`src/rtl/trig_frame_tim.sv`:
```
// Triggered video frame timing generator: each accepted trigger emits one frame of
// hsync/vsync/daten windows. Config is shadowed at launch; decoded outputs lag counters by one clk.
module trig_frame_tim #(
    parameter int HW = 16,
    parameter int VW = 12,
    parameter int SW = 8
) (
    input  logic          clk,
    input  logic          rst_n,
    input  logic          ena,
    input  logic          trig,
    input  logic          abort,
    input  logic [SW-1:0] Thsync,
    input  logic [HW-1:0] Thlen,
    input  logic [HW-1:0] Thact_start,
    input  logic [HW-1:0] Thact_len,
    input  logic [VW-1:0] Tvlines,
    input  logic [VW-1:0] Tvsync,
    input  logic [VW-1:0] Tvact_start,
    input  logic [VW-1:0] Tvact_len,
    input  logic          hs_pol,
    input  logic          vs_pol,
    output logic          hsync,
    output logic          vsync,
    output logic          daten,
    output logic          busy,
    output logic          frame_done,
    output logic [VW-1:0] line_cnt
);

    localparam int HSW = (HW > SW) ? HW : SW;

    typedef enum logic {IDLE, RUN} state_t;

    state_t        state, state_n;
    logic [HW-1:0] h_cnt, h_cnt_n;
    logic [VW-1:0] v_cnt, v_cnt_n;
    logic          pending, pending_n;
    logic          line_end, frame_end, launch;
    logic [VW-1:0] v_last;

    logic [SW-1:0] thsync_s;
    logic [HW-1:0] thlen_s, thact_start_s, thact_len_s;
    logic [VW-1:0] tvlines_s, tvsync_s, tvact_start_s, tvact_len_s;
    logic          hs_pol_s, vs_pol_s;

    logic          hs_i, vs_i, de_i;
    logic [HW:0]   h_end;
    logic [VW:0]   v_end;
    logic          hs_r, vs_r, de_r, busy_r, done_r, hs_pol_r, vs_pol_r;

    // NOTE: every variable assigned in always_comb gets a default first, so no latch is inferred.
    always_comb begin
        v_last    = (tvlines_s == '0) ? '0 : tvlines_s - VW'(1);
        line_end  = (state == RUN) && ena && (h_cnt == thlen_s);
        frame_end = line_end && (v_cnt == v_last) && !abort;
        launch    = !abort && ena && pending && ((state == IDLE) || frame_end);

        state_n   = state;
        h_cnt_n   = h_cnt;
        v_cnt_n   = v_cnt;
        pending_n = trig || (pending && !launch);

        if (abort) begin
            // Abort wins over everything, including a trigger in the same clk.
            state_n   = IDLE;
            h_cnt_n   = '0;
            v_cnt_n   = '0;
            pending_n = 1'b0;
        end else if (launch) begin
            state_n = RUN;
            h_cnt_n = '0;
            v_cnt_n = '0;
        end else if (frame_end) begin
            state_n = IDLE;
            h_cnt_n = '0;
            v_cnt_n = '0;
        end else if (line_end) begin
            h_cnt_n = '0;
            v_cnt_n = v_cnt + VW'(1);
        end else if ((state == RUN) && ena) begin
            h_cnt_n = h_cnt + HW'(1);
        end
    end

    // NOTE: sequential state uses non-blocking assignments so all registers update together.
    always_ff @(posedge clk or negedge rst_n) begin
        if (!rst_n) begin
            state   <= IDLE;
            h_cnt   <= '0;
            v_cnt   <= '0;
            pending <= 1'b0;
        end else begin
            state   <= state_n;
            h_cnt   <= h_cnt_n;
            v_cnt   <= v_cnt_n;
            pending <= pending_n;
        end
    end

    // NOTE: shadows get a defined reset value so the idle decode never depends on X config.
    always_ff @(posedge clk or negedge rst_n) begin
        if (!rst_n) begin
            thsync_s      <= '0;
            thlen_s       <= '0;
            thact_start_s <= '0;
            thact_len_s   <= '0;
            tvlines_s     <= '0;
            tvsync_s      <= '0;
            tvact_start_s <= '0;
            tvact_len_s   <= '0;
            hs_pol_s      <= 1'b0;
            vs_pol_s      <= 1'b0;
        end else if (launch) begin
            thsync_s      <= Thsync;
            thlen_s       <= Thlen;
            thact_start_s <= Thact_start;
            thact_len_s   <= Thact_len;
            tvlines_s     <= Tvlines;
            tvsync_s      <= Tvsync;
            tvact_start_s <= Tvact_start;
            tvact_len_s   <= Tvact_len;
            hs_pol_s      <= hs_pol;
            vs_pol_s      <= vs_pol;
        end
    end

    // Window ends carry one extra bit so start+len never wraps.
    always_comb begin
        h_end = {1'b0, thact_start_s} + {1'b0, thact_len_s};
        v_end = {1'b0, tvact_start_s} + {1'b0, tvact_len_s};
        hs_i  = (state == RUN) && (HSW'(h_cnt) < HSW'(thsync_s));
        vs_i  = (state == RUN) && (v_cnt < tvsync_s);
        de_i  = (state == RUN)
              && (h_cnt >= thact_start_s) && ({1'b0, h_cnt} < h_end)
              && (v_cnt >= tvact_start_s) && ({1'b0, v_cnt} < v_end);
    end

    always_ff @(posedge clk or negedge rst_n) begin
        if (!rst_n) begin
            hs_r     <= 1'b0;
            vs_r     <= 1'b0;
            de_r     <= 1'b0;
            busy_r   <= 1'b0;
            done_r   <= 1'b0;
            hs_pol_r <= 1'b0;
            vs_pol_r <= 1'b0;
        end else begin
            hs_r     <= hs_i;
            vs_r     <= vs_i;
            de_r     <= de_i;
            busy_r   <= (state == RUN);
            done_r   <= frame_end;
            hs_pol_r <= hs_pol_s;
            vs_pol_r <= vs_pol_s;
        end
    end

    // While idle the inactive level follows the live polarity inputs, so reset idles at ~pol.
    assign hsync      = hs_r ^ ~(busy_r ? hs_pol_r : hs_pol);
    assign vsync      = vs_r ^ ~(busy_r ? vs_pol_r : vs_pol);
    assign daten      = de_r;
    assign busy       = busy_r;
    assign frame_done = done_r;
    assign line_cnt   = v_cnt;

endmodule

```
`config.mk`:
```
export PLATFORM = sky130hd
export DESIGN_NAME = trig_frame_tim
export DESIGN_NICKNAME = d
export VERILOG_FILES = /design/src/rtl/trig_frame_tim.sv
export SDC_FILE = /design/constraint.sdc
export NUM_CORES = 1
export LEC_CHECK = 0
export CAP_MARGIN = 30
export CORE_MARGIN = 1
export CORE_UTILIZATION = 47
export CTS_CLUSTER_SIZE = 28
export DETAILED_ROUTE_END_ITERATION = 7
export GPL_TIMING_DRIVEN = 0
export PLACE_DENSITY = 0.7
export SLEW_MARGIN = 20
export SYNTH_ARGS = -nofsm -noshare
export SYNTH_HDL_FRONTEND = slang
export SYNTH_SLANG_ARGS = --single-unit
```
`constraint.sdc`:
```
create_clock -name clk -period 8.1 [get_ports clk]
set_input_delay 1.62 -clock clk [delete_from_list [all_inputs] [get_ports clk]]
set_output_delay 1.62 -clock clk [all_outputs]
set_load 0.01 [all_outputs]
```
==> out/metrics.cfg, run 1 <==
[die]
initial_utilization_pct=48.2
row_count=50
ios=128
die_h_um=141
die_x_um=141
die_area_um2=19900
core_area_um2=18800

[timing]
fmax_mhz=221
finalMaxSlewViolations=0
fin_crit_ns=4.53
worst_slack_ns=3.57
setup_viol=0
slew_headroom_pct=53.5
fin_skew_ns=0.00790
min_period_over_period_pct=56.0
hold_viol=0
tightestPinTransition_ns=0.688
grt_setup_unrepaired=no

[logic_synthesis]
yosys.area.top_type=dfrtp_1
synth.net_count=1066
yosys_warnings=0
syn_area_um2=9080
seq_area_frac_synth_pct=39.4
synth_top_area_share_pct=39.4
yosys.cell_types.count=61
synth-main-ff-cell=dfrtp_1
synth_cells=850
synthArstFlopShare_pct=100
synth_edf_count=0
ys_seq_elements=143
ys_top_cells_by_area=dfrtp_1 (39%), ha_1 (14%), mux2_2 (9.6%), xnor2_1 (3.9%), mux2_1 (3.6%)
synth_area_per_cell_um2=10.7

[setup_path]
slowest_delay_ns=0.54
cp-start-kind=primary input
path_max_fanout=2
crit_chain=clkdlybuf4s50_1 -> mux2i_1 -> xor2_1 -> clkdlybuf4s50_1
crit_start=vs_pol
crit-reg2reg-capture=daten
reg2regPathDepth=15
arrival_ns=2.91
r2r_setup_slack_ns=3.60
cp-end-kind=output pin
crit_type=in -> out
crit-reg2reg-launch=thact_start_s[0]
worst_ep_required_time_ns=6.48
slowest_stage=clkdlybuf4s50_1
cpMostUsedCell=clkdlybuf4s50_1

[clock_network]
clock_latency_ns=0.43
clkTransAtPathRegs_ns=0.06
post_cts_buffers=0
ctsHoldBuffers=0
cts_tree=built
htree_num_levels=4
cts_root_buf=clkbuf_16
cts_resized=0
numClockSinks=143
cts_buffer_depth=2
numCtsBuffers=17

[layout]
fillers=1595
final_cell_mix=dfrtp_1 (143), clkdlybuf4s50_1 (125), ha_1 (103), mux2_2 (77), inv_1 (63)
nets=1214
final_common_cell=dfrtp_1
area_delta_synth_final_pct=25.0
drive_above_1_share_pct=13.3
fin_area_um2=11300

[placed_design]
portBuffers=126
dp_hpwl_um=15000
dp_slack_ns=3.29
gp_congestion=0.818
dpl_cell_area_um2=10700

[global_routing]
overflow=0
grt_max_degree=86
grt_pass1_wl_um=33500
antenna_found_initial=1
grt_pass1_vias=6635
grt_usage_pct=21.7

[run]
maxCapViolCount=0

[routing]
vias=6626
routed_via_density=5.21
postRouteAntennaNets=0
wirelength_um=20000
drtIter0Drc=278
wl_per_cell_um=15.7
drc=0
dr.pass1.iters=4

[min_path]
hold_path_class=reg -> reg
min_from=hs_pol_s
holdPathStages=0
holdPathEnd=hs_pol_r

[outcome]
status=completed

[pwr]
vdd_ir_drop_max_v=0.000144
power_density_nw_per_um2=253
leakagePower_nw=5.16

## cell usage after synthesis, types with 4 or more instances
master     count
a2111oi_0      4
a211oi_1       6
a21o_1        22
a21oi_1       28
a31oi_1        9
and2_1         5
and3_1         5
buf_2          9
clkbuf_1       8
dfrtp_1      143
ha_1         103
inv_1         63
mux2_1        29
mux2_2        77
mux2i_1        4
nand2_1       33
nand2b_1      15
nand3_1       16
nand4_1       15
nor2_1        55
nor2b_1        8
nor3_1        16
nor4_1         6
nor4b_1        4
o211ai_1       4
o21a_1         5
o21ai_0       25
o31ai_1        4
or3_1          4
xnor2_1       40
xor2_1        34
## final cells by class
class | instances | area (µm²) | share of cell area [%]
Antenna cell | 1 | 2.50 | 0.0221
Buffer | 23 | 124 | 1.09
Clock buffer | 19 | 443 | 3.90
Clock inverter | 13 | 188 | 1.65
Inverter | 63 | 236 | 2.08
Multi-Input combinational cell | 621 | 5140 | 45.3
Sequential cell | 143 | 3580 | 31.5
Tap cell | 260 | 325 | 2.87
Timing Repair Buffer | 129 | 1310 | 11.5
## metal layers
layer,GRT usage [%],vias up,wire (µm)
met5,0,-,0
met4,5.84,0,252
met3,4.72,17,762
met2,32.7,119,8730
met1,31.3,3162,10200
li1,-,3328,-
## through the flow
step | TNS, ns | utilization [%] | hold slack [ns] | std cells | power, mW
4_1_cts | 0 | 60.2 | 0.378 | 1270 | 2.90
3_5_place_dp | 0 | 56.9 | 0.364 | 1238 | 2.04
2_1_floorplan | 0 | - | 0.350 | 850 | 1.78
3_3_place_gp | -60.06 | 56.6 | 0.353 | 1236 | 2.01
6_report | 0 | 60.2 | 0.374 | 1272 | 2.88
5_1_grt | 0 | 60.2 | 0.391 | 1272 | 3.10
## registers in the layout, summed over array words and instances (netlist names), 8 cells and up
| register | count |
|---|---|
| line_cnt | 12 |
| thsync_s | 8 |
| tvlines_s | 12 |
| thlen_s | 16 |
| thact_len_s | 16 |
| thact_start_s | 16 |
| tvsync_s | 12 |
| tvact_start_s | 12 |
| tvact_len_s | 12 |
| h_cnt | 16 |
## power by group
| part | leakage [nW] | switching [mW] | total (mW) | internal, mW |
|---|---|---|---|---|
| combinational | 3.09 | 0.501 | 1.05 | 0.545 |
| clock | 0.300 | 0.316 | 0.841 | 0.524 |
| sequential | 1.77 | 0.121 | 0.990 | 0.869 |
| total | 5.16 | 0.938 | 2.88 | 1.94 |
## how the worst max path moves through the flow
stage                              endpoint  slack, ns  cells past startpoint
after floorplan            thact_start_s[0]       4.15                     10
after global placement         tvlines_s[2]      -0.43                      1
after detailed placement  thact_start_s[13]       3.29                     11
after CTS                             vsync       3.56                      4
after global routing                  daten       3.28                     14
final                                 vsync       3.57                      4
## critical path: cells and delay by family
family,cells,cell delay (ns)
buffers and inverters,2,0.97
muxes,1,0.17
xor gates and xnor gates,1,0.15
## cells by family (layout without fill, tap and decap cells)
| family | count (synthesis) | after routing | synth area share (%) |
|---|---|---|---|
| other | 0 | 1 | 0 |
| multiplexers | 110 | 110 | 13.6 |
| AND/OR/NAND/NOR | 199 | 199 | 11.4 |
| adder cells (fa/ha/maj) | 105 | 105 | 14.6 |
| AO/OA/AOI/OAI | 133 | 133 | 9.82 |
| flip-flops | 143 | 143 | 39.4 |
| XOR/XNOR | 74 | 74 | 7.14 |
| buffers and inverters | 86 | 247 | 3.97 |
(Power assumes the default switching activity.)
==> run 2, diff against run 1 <==
==> constraint.sdc (replaced) <==
create_clock -name clk -period 4.7 [get_ports clk]
set_input_delay 0.94 -clock clk [delete_from_list [all_inputs] [get_ports clk]]
set_output_delay 0.94 -clock clk [all_outputs]
set_load 0.01 [all_outputs]
==> run 2 against run 1 <==
  * Clock skew about the same
  * Register-to-register slack worse by 3.2 ns
  * Via count increased by 0.23%
  * Die area unchanged
  * Core utilization about the same
  * Count of clock-buffer cells in the layout unchanged
  * Total power up 73%
  * Non-clock buffer count is the same
  * Clock power rose by 72%
==> out/metrics.cfg, run 2 (synthesis results as in run 1) <==
[routing]
drc=0  ; unchanged
vias=6641  ; +0.23%
routed_via_density=5.22  ; +0.23%
wl_per_cell_um=15.7  ; about the same
dr.pass1.iters=4  ; unchanged
drtIter0Drc=278  ; unchanged
wirelength_um=20000  ; about the same
postRouteAntennaNets=0  ; unchanged

[setup_path]
slowest_stage=a2111oi_0
cp-end-kind=flop
slowest_delay_ns=0.64  ; +0.10 ns
worst_ep_required_time_ns=5.00  ; -1.48 ns
cp-start-kind=flop
worst-path-buf-inv=0  ; -2
arrival_ns=4.58  ; +1.67 ns
crit_chain=ha_1 -> fa_1 -> a21o_1 -> a21o_1 -> a2111oi_0 -> o31ai_1 -> o41ai_2 -> o21bai_1 -> a21oi_1 -> xor2_1 -> ha_1 -> o21ai_0 -> a221o_1 -> a211oi_1 -> nor4b_1
critical_path.top_delay_family=compound AO/OA/AOI/OAI gates
crit_type=reg -> reg
path_max_fanout=3  ; +1

[clock_network]
htree_num_levels=4  ; unchanged
clock_latency_ns=0.43  ; about the same
cts_buffer_depth=2  ; unchanged
numCtsBuffers=17  ; unchanged
clkTransAtPathRegs_ns=0.06  ; about the same
cts_tree=built
numClockSinks=143  ; unchanged
ctsHoldBuffers=0  ; unchanged
cts_root_buf=clkbuf_16

[timing]
hold_viol=0  ; unchanged
slew_headroom_pct=55.3  ; +1.7 points
fin_crit_ns=4.29
fin_skew_ns=0.00790  ; -0.000000140 ns
grt_setup_unrepaired=no
fmax_mhz=233
setup_viol=0  ; unchanged
min_period_over_period_pct=91.2
worst_slack_ns=0.412  ; -3.15 ns
tightestPinTransition_ns=0.654  ; -0.0339 ns
finalMaxSlewViolations=0  ; unchanged
tns_ns=0  ; unchanged

[die]
core_area_um2=18800  ; unchanged
row_count=50  ; unchanged
initial_utilization_pct=48.2  ; unchanged
die_x_um=141  ; unchanged
die_area_um2=19900  ; unchanged
ios=128  ; unchanged
die_h_um=141  ; unchanged

[pwr]
p_total_mw=4.96  ; +73%
power_density_nw_per_um2=437  ; +72%
vdd_ir_drop_max_v=0.000249  ; +72%
leakagePower_nw=5.17  ; about the same

[placed_design]
dpl_cell_area_um2=10700  ; unchanged
portBuffers=126  ; unchanged
gp_congestion=0.818  ; unchanged
dp_hpwl_um=15000  ; unchanged
dp_slack_ns=0.256  ; -3.03 ns

[min_path]
hold_path_class=reg -> reg

[global_routing]
antenna_found_initial=1  ; unchanged
grt_max_degree=86  ; unchanged
grt_pass1_wl_um=33500  ; unchanged
overflow=0  ; unchanged
grt_usage_pct=21.7  ; unchanged
grt_pass1_vias=6635  ; unchanged

[outcome]
status=completed

[layout]
drive_above_1_share_pct=13.4  ; +0.099 points
area_delta_synth_final_pct=25.1  ; about the same
fin_area_um2=11400  ; about the same
nets=1214  ; unchanged
final_common_cell=dfrtp_1
final_cell_mix=dfrtp_1 (143), clkdlybuf4s50_1 (125), ha_1 (103), mux2_2 (77), inv_1 (63)
final_util_pct=60.3  ; about the same

[run]
maxCapViolCount=0  ; unchanged

[run 2: path summary, 6_finish.rpt]
path	startpoint	to	slack, ns	cells after the start
worst max register to register	thact_start_s[0]	daten	0.41	15
min in group asynchronous	rst_n	thact_start_s[6]	0.42	1
max in group asynchronous	rst_n	h_cnt[0]	3.50	2
worst max-delay path	thact_start_s[0]	daten	0.41	15
worst min-delay path	hs_pol_s	hs_pol_r	0.37	0
worst min register to register	hs_pol_s	hs_pol_r	0.37	0
[run 2: power breakdown]
part           switching (mW)  total (mW)  internal [mW]
Sequential              0.208        1.71           1.50
Clock                   0.545        1.45          0.904
Combinational           0.865        1.81          0.942
Total                    1.62        4.96           3.34
[run 2: layout make-up]
class                           count  area [µm²]
Antenna cell                        1        2.50
Tap cell                          260         325
Clock buffer                       19         443
Clock inverter                     13         188
Timing Repair Buffer              129        1310
Sequential cell                   143        3580
Multi-Input combinational cell    621        5140
Buffer                             23         124
Inverter                           63         236
Fill cell                        1595        7480
[run 2: through the flow]
step / hold WS (ns) / instances
after global routing: 0.391 / 1272
after CTS: 0.378 / 1270
final: 0.374 / 1272
after global placement: 0.353 / 1236
after floorplan: 0.350 / 850
after detailed placement: 0.364 / 1238
[run 2: layer usage]
metal / vias up / wire (µm) / track usage [%]
li1: 3328 / - / -
met1: 3174 / 10200 / 31.3
met2: 122 / 8740 / 32.7
met3: 17 / 765 / 4.72
met4: 0 / 252 / 5.84
met5: - / 0 / 0
[run 2: timing repair]
item / in CTS / in global routing
setup endpoints to repair: 0 / 1
buffers inserted: 0 / 0
resized for setup: 0 / 1
[run 2: worst reg2reg max path: stages, from the launching register on]
cell,delay [ns]
dfrtp_1,0.40
ha_1,0.24
fa_1,0.41
a21o_1,0.18
a21o_1,0.21
a2111oi_0,0.64
o31ai_1,0.24
o41ai_2,0.41
o21bai_1,0.11
a21oi_1,0.20
xor2_1,0.19
ha_1,0.19
o21ai_0,0.09
a221o_1,0.35
a211oi_1,0.21
nor4b_1,0.09
==> run 3, diff against run 2 <==
==> constraint.sdc (replaced) <==
create_clock -name clk -period 4.7 [get_ports clk]
set_input_delay 0.47 -clock clk [delete_from_list [all_inputs] [get_ports clk]]
set_output_delay 0.47 -clock clk [all_outputs]
set_load 0.01 [all_outputs]
==> run 3 against run 2 <==
  * Highest routed layer unchanged
  * Final cell count about the same
  * Total power hardly changed
  * Critical path type unchanged
  * Core utilization is 0.053 points higher
  * Clock power is essentially flat
  * Design area hardly changed
  * Routed wire length shrank 0.19%
  * Critical endpoint unchanged
  * Via count is 0.18% higher
==> out/metrics.cfg, run 3 (synthesis results as in run 1) <==
[outcome]
status=completed

[routing]
vias=6653  ; +0.18%
wl_per_cell_um=15.7  ; -0.26%
drc=0  ; unchanged
wirelength_um=19900  ; -0.19%
routed_via_density=5.23  ; +0.10%
postRouteAntennaNets=0  ; unchanged
dr.pass1.iters=5  ; +1
drtIter0Drc=296  ; +6.5%

[layout]
stdcell_count=1273  ; +0.079%
drive_above_1_share_pct=13.3  ; about the same
area_delta_synth_final_pct=25.2  ; about the same
final_common_cell=dfrtp_1
nets=1215  ; +0.082%
final_util_pct=60.3  ; about the same
final_cell_mix=dfrtp_1 (143), clkdlybuf4s50_1 (125), ha_1 (103), mux2_2 (77), inv_1 (63)

[pwr]
leakagePower_nw=5.17  ; about the same
p_total_mw=4.96  ; about the same
power_density_nw_per_um2=436  ; -0.15%
vdd_ir_drop_max_v=0.000249  ; -0.19%

[placed_design]
gp_congestion=0.818  ; unchanged
place_inst=1238  ; unchanged
dp_slack_ns=0.256  ; unchanged
dp_hpwl_um=15000  ; unchanged
portBuffers=126  ; unchanged

[die]
die_area_um2=19900  ; unchanged
die_h_um=141  ; unchanged
initial_utilization_pct=48.2  ; unchanged
core_area_um2=18800  ; unchanged
row_count=50  ; unchanged
die_x_um=141  ; unchanged
ios=128  ; unchanged

[timing]
fin_skew_ns=0.00789  ; -0.00000927 ns
grt_setup_unrepaired=no
hold_ws_ns=0.374  ; +0.000253 ns
tightestPinTransition_ns=0.648  ; -0.00593 ns
slew_headroom_pct=55.7  ; +0.41 points
setup_viol=0  ; unchanged
hold_viol=0  ; unchanged
worst_slack_ns=0.418  ; +0.00534 ns
min_period_over_period_pct=91.1  ; -0.11 points
finalMaxSlewViolations=0  ; unchanged
fmax_mhz=234  ; +0.12%
fin_crit_ns=4.28  ; -0.00534 ns

[setup_path]
slowest_stage=a2111oi_0
cp-end-kind=flop
path_max_fanout=3  ; unchanged
worst-path-buf-inv=0  ; unchanged
crit_type=reg -> reg
crit-reg2reg-launch=thact_start_s[0]
arrival_ns=4.58  ; about the same
worst_ep_required_time_ns=5.00  ; about the same
cp-start-kind=flop
crit_start=thact_start_s[0]
slowest_delay_ns=0.64  ; about the same
critical_path.top_delay_family=compound AO/OA/AOI/OAI gates
crit_chain=ha_1 -> fa_1 -> a21o_1 -> a21o_1 -> a2111oi_0 -> o31ai_1 -> o41ai_2 -> o21bai_1 -> a21oi_1 -> xor2_1 -> ha_1 -> o21ai_0 -> a221o_1 -> a211oi_1 -> nor4b_1

[clock_network]
clock_latency_ns=0.43  ; about the same
htree_num_levels=4  ; unchanged
post_cts_buffers=0  ; unchanged
clkTransAtPathRegs_ns=0.06  ; about the same
numCtsBuffers=17  ; unchanged
cts_tree=built
numClockSinks=143  ; unchanged
cts_root_buf=clkbuf_16
cts_buffer_depth=2  ; unchanged

[global_routing]
grt_pass1_vias=6638  ; +0.045%
grt_pass1_wl_um=33500  ; about the same
overflow=0  ; unchanged
grt_usage_pct=21.7  ; about the same
antenna_found_initial=1  ; unchanged
grt_max_degree=86  ; unchanged

[min_path]
min_from=hs_pol_s
hold_path_class=reg -> reg

[run]
maxCapViolCount=0  ; unchanged

==> run 3: changes by cell type in the layout (fill, tap and decap cells not counted) <==
cell / previous run / this run
dlygate4sd3_1: 0 / 1
==> run 3: what timing repair did <==
| action | 4_1_cts | 5_1_grt |
|---|---|---|
| resized for setup | 0 | 1 |
| setup endpoints to repair | 0 | 1 |
| hold buffers | 1 | 0 |
| hold endpoints to repair | 57 | 0 |
==> run 3: metal layers <==
metal | up-vias | GRT usage, % | wire [µm]
li1 | 3330 | - | -
met1 | 3194 | 31.3 | 10100
met4 | 0 | 5.84 | 253
met3 | 15 | 4.72 | 751
met2 | 114 | 32.7 | 8800
met5 | - | 0 | 0
==> run 3: path summary, 6_finish.rpt <==
path / to / slack, ns / cells after the start
worst max-delay path: daten / 0.42 / 15
max in group asynchronous: h_cnt[0] / 3.37 / 3
worst min-delay path: hs_pol_r / 0.37 / 0
worst min register to register: hs_pol_r / 0.37 / 0
min in group asynchronous: thact_start_s[6] / 0.55 / 2
worst max register to register: daten / 0.42 / 15
==> run 3: stage by stage <==
step | instance area [µm²] | setup TNS (ns)
after global routing | 11400 | 0
after global placement | 10700 | -381.81
after floorplan | 9080 | 0
final | 11400 | 0
after detailed placement | 10700 | 0
after CTS | 11300 | 0
==> run 3: report_power, final <==
part / total, mW / switching (mW) / internal, mW / leakage (nW)
sequential: 1.71 / 0.208 / 1.50 / 1.77
clock: 1.45 / 0.543 / 0.904 / 0.300
combinational: 1.81 / 0.865 / 0.942 / 3.10
total: 4.96 / 1.62 / 3.34 / 5.17
==> run 3: area by class of cell <==
type	instances	area [µm²]
antenna	1	2.50
buffer	23	124
clock buffer	19	443
clock inverter	13	188
fill	1596	7470
inverter	63	236
multi-input combinational	621	5140
sequential	143	3580
tap	260	325
timing repair buffer	130	1320
==> run 3: worst register-to-register path: stages (launching register included) <==
cell       delay (ns)
dfrtp_1          0.40
ha_1             0.24
fa_1             0.41
a21o_1           0.18
a21o_1           0.21
a2111oi_0        0.64
o31ai_1          0.24
o41ai_2          0.40
o21bai_1         0.11
a21oi_1          0.20
xor2_1           0.19
ha_1             0.19
o21ai_0          0.09
a221o_1          0.35
a211oi_1         0.21
nor4b_1          0.09
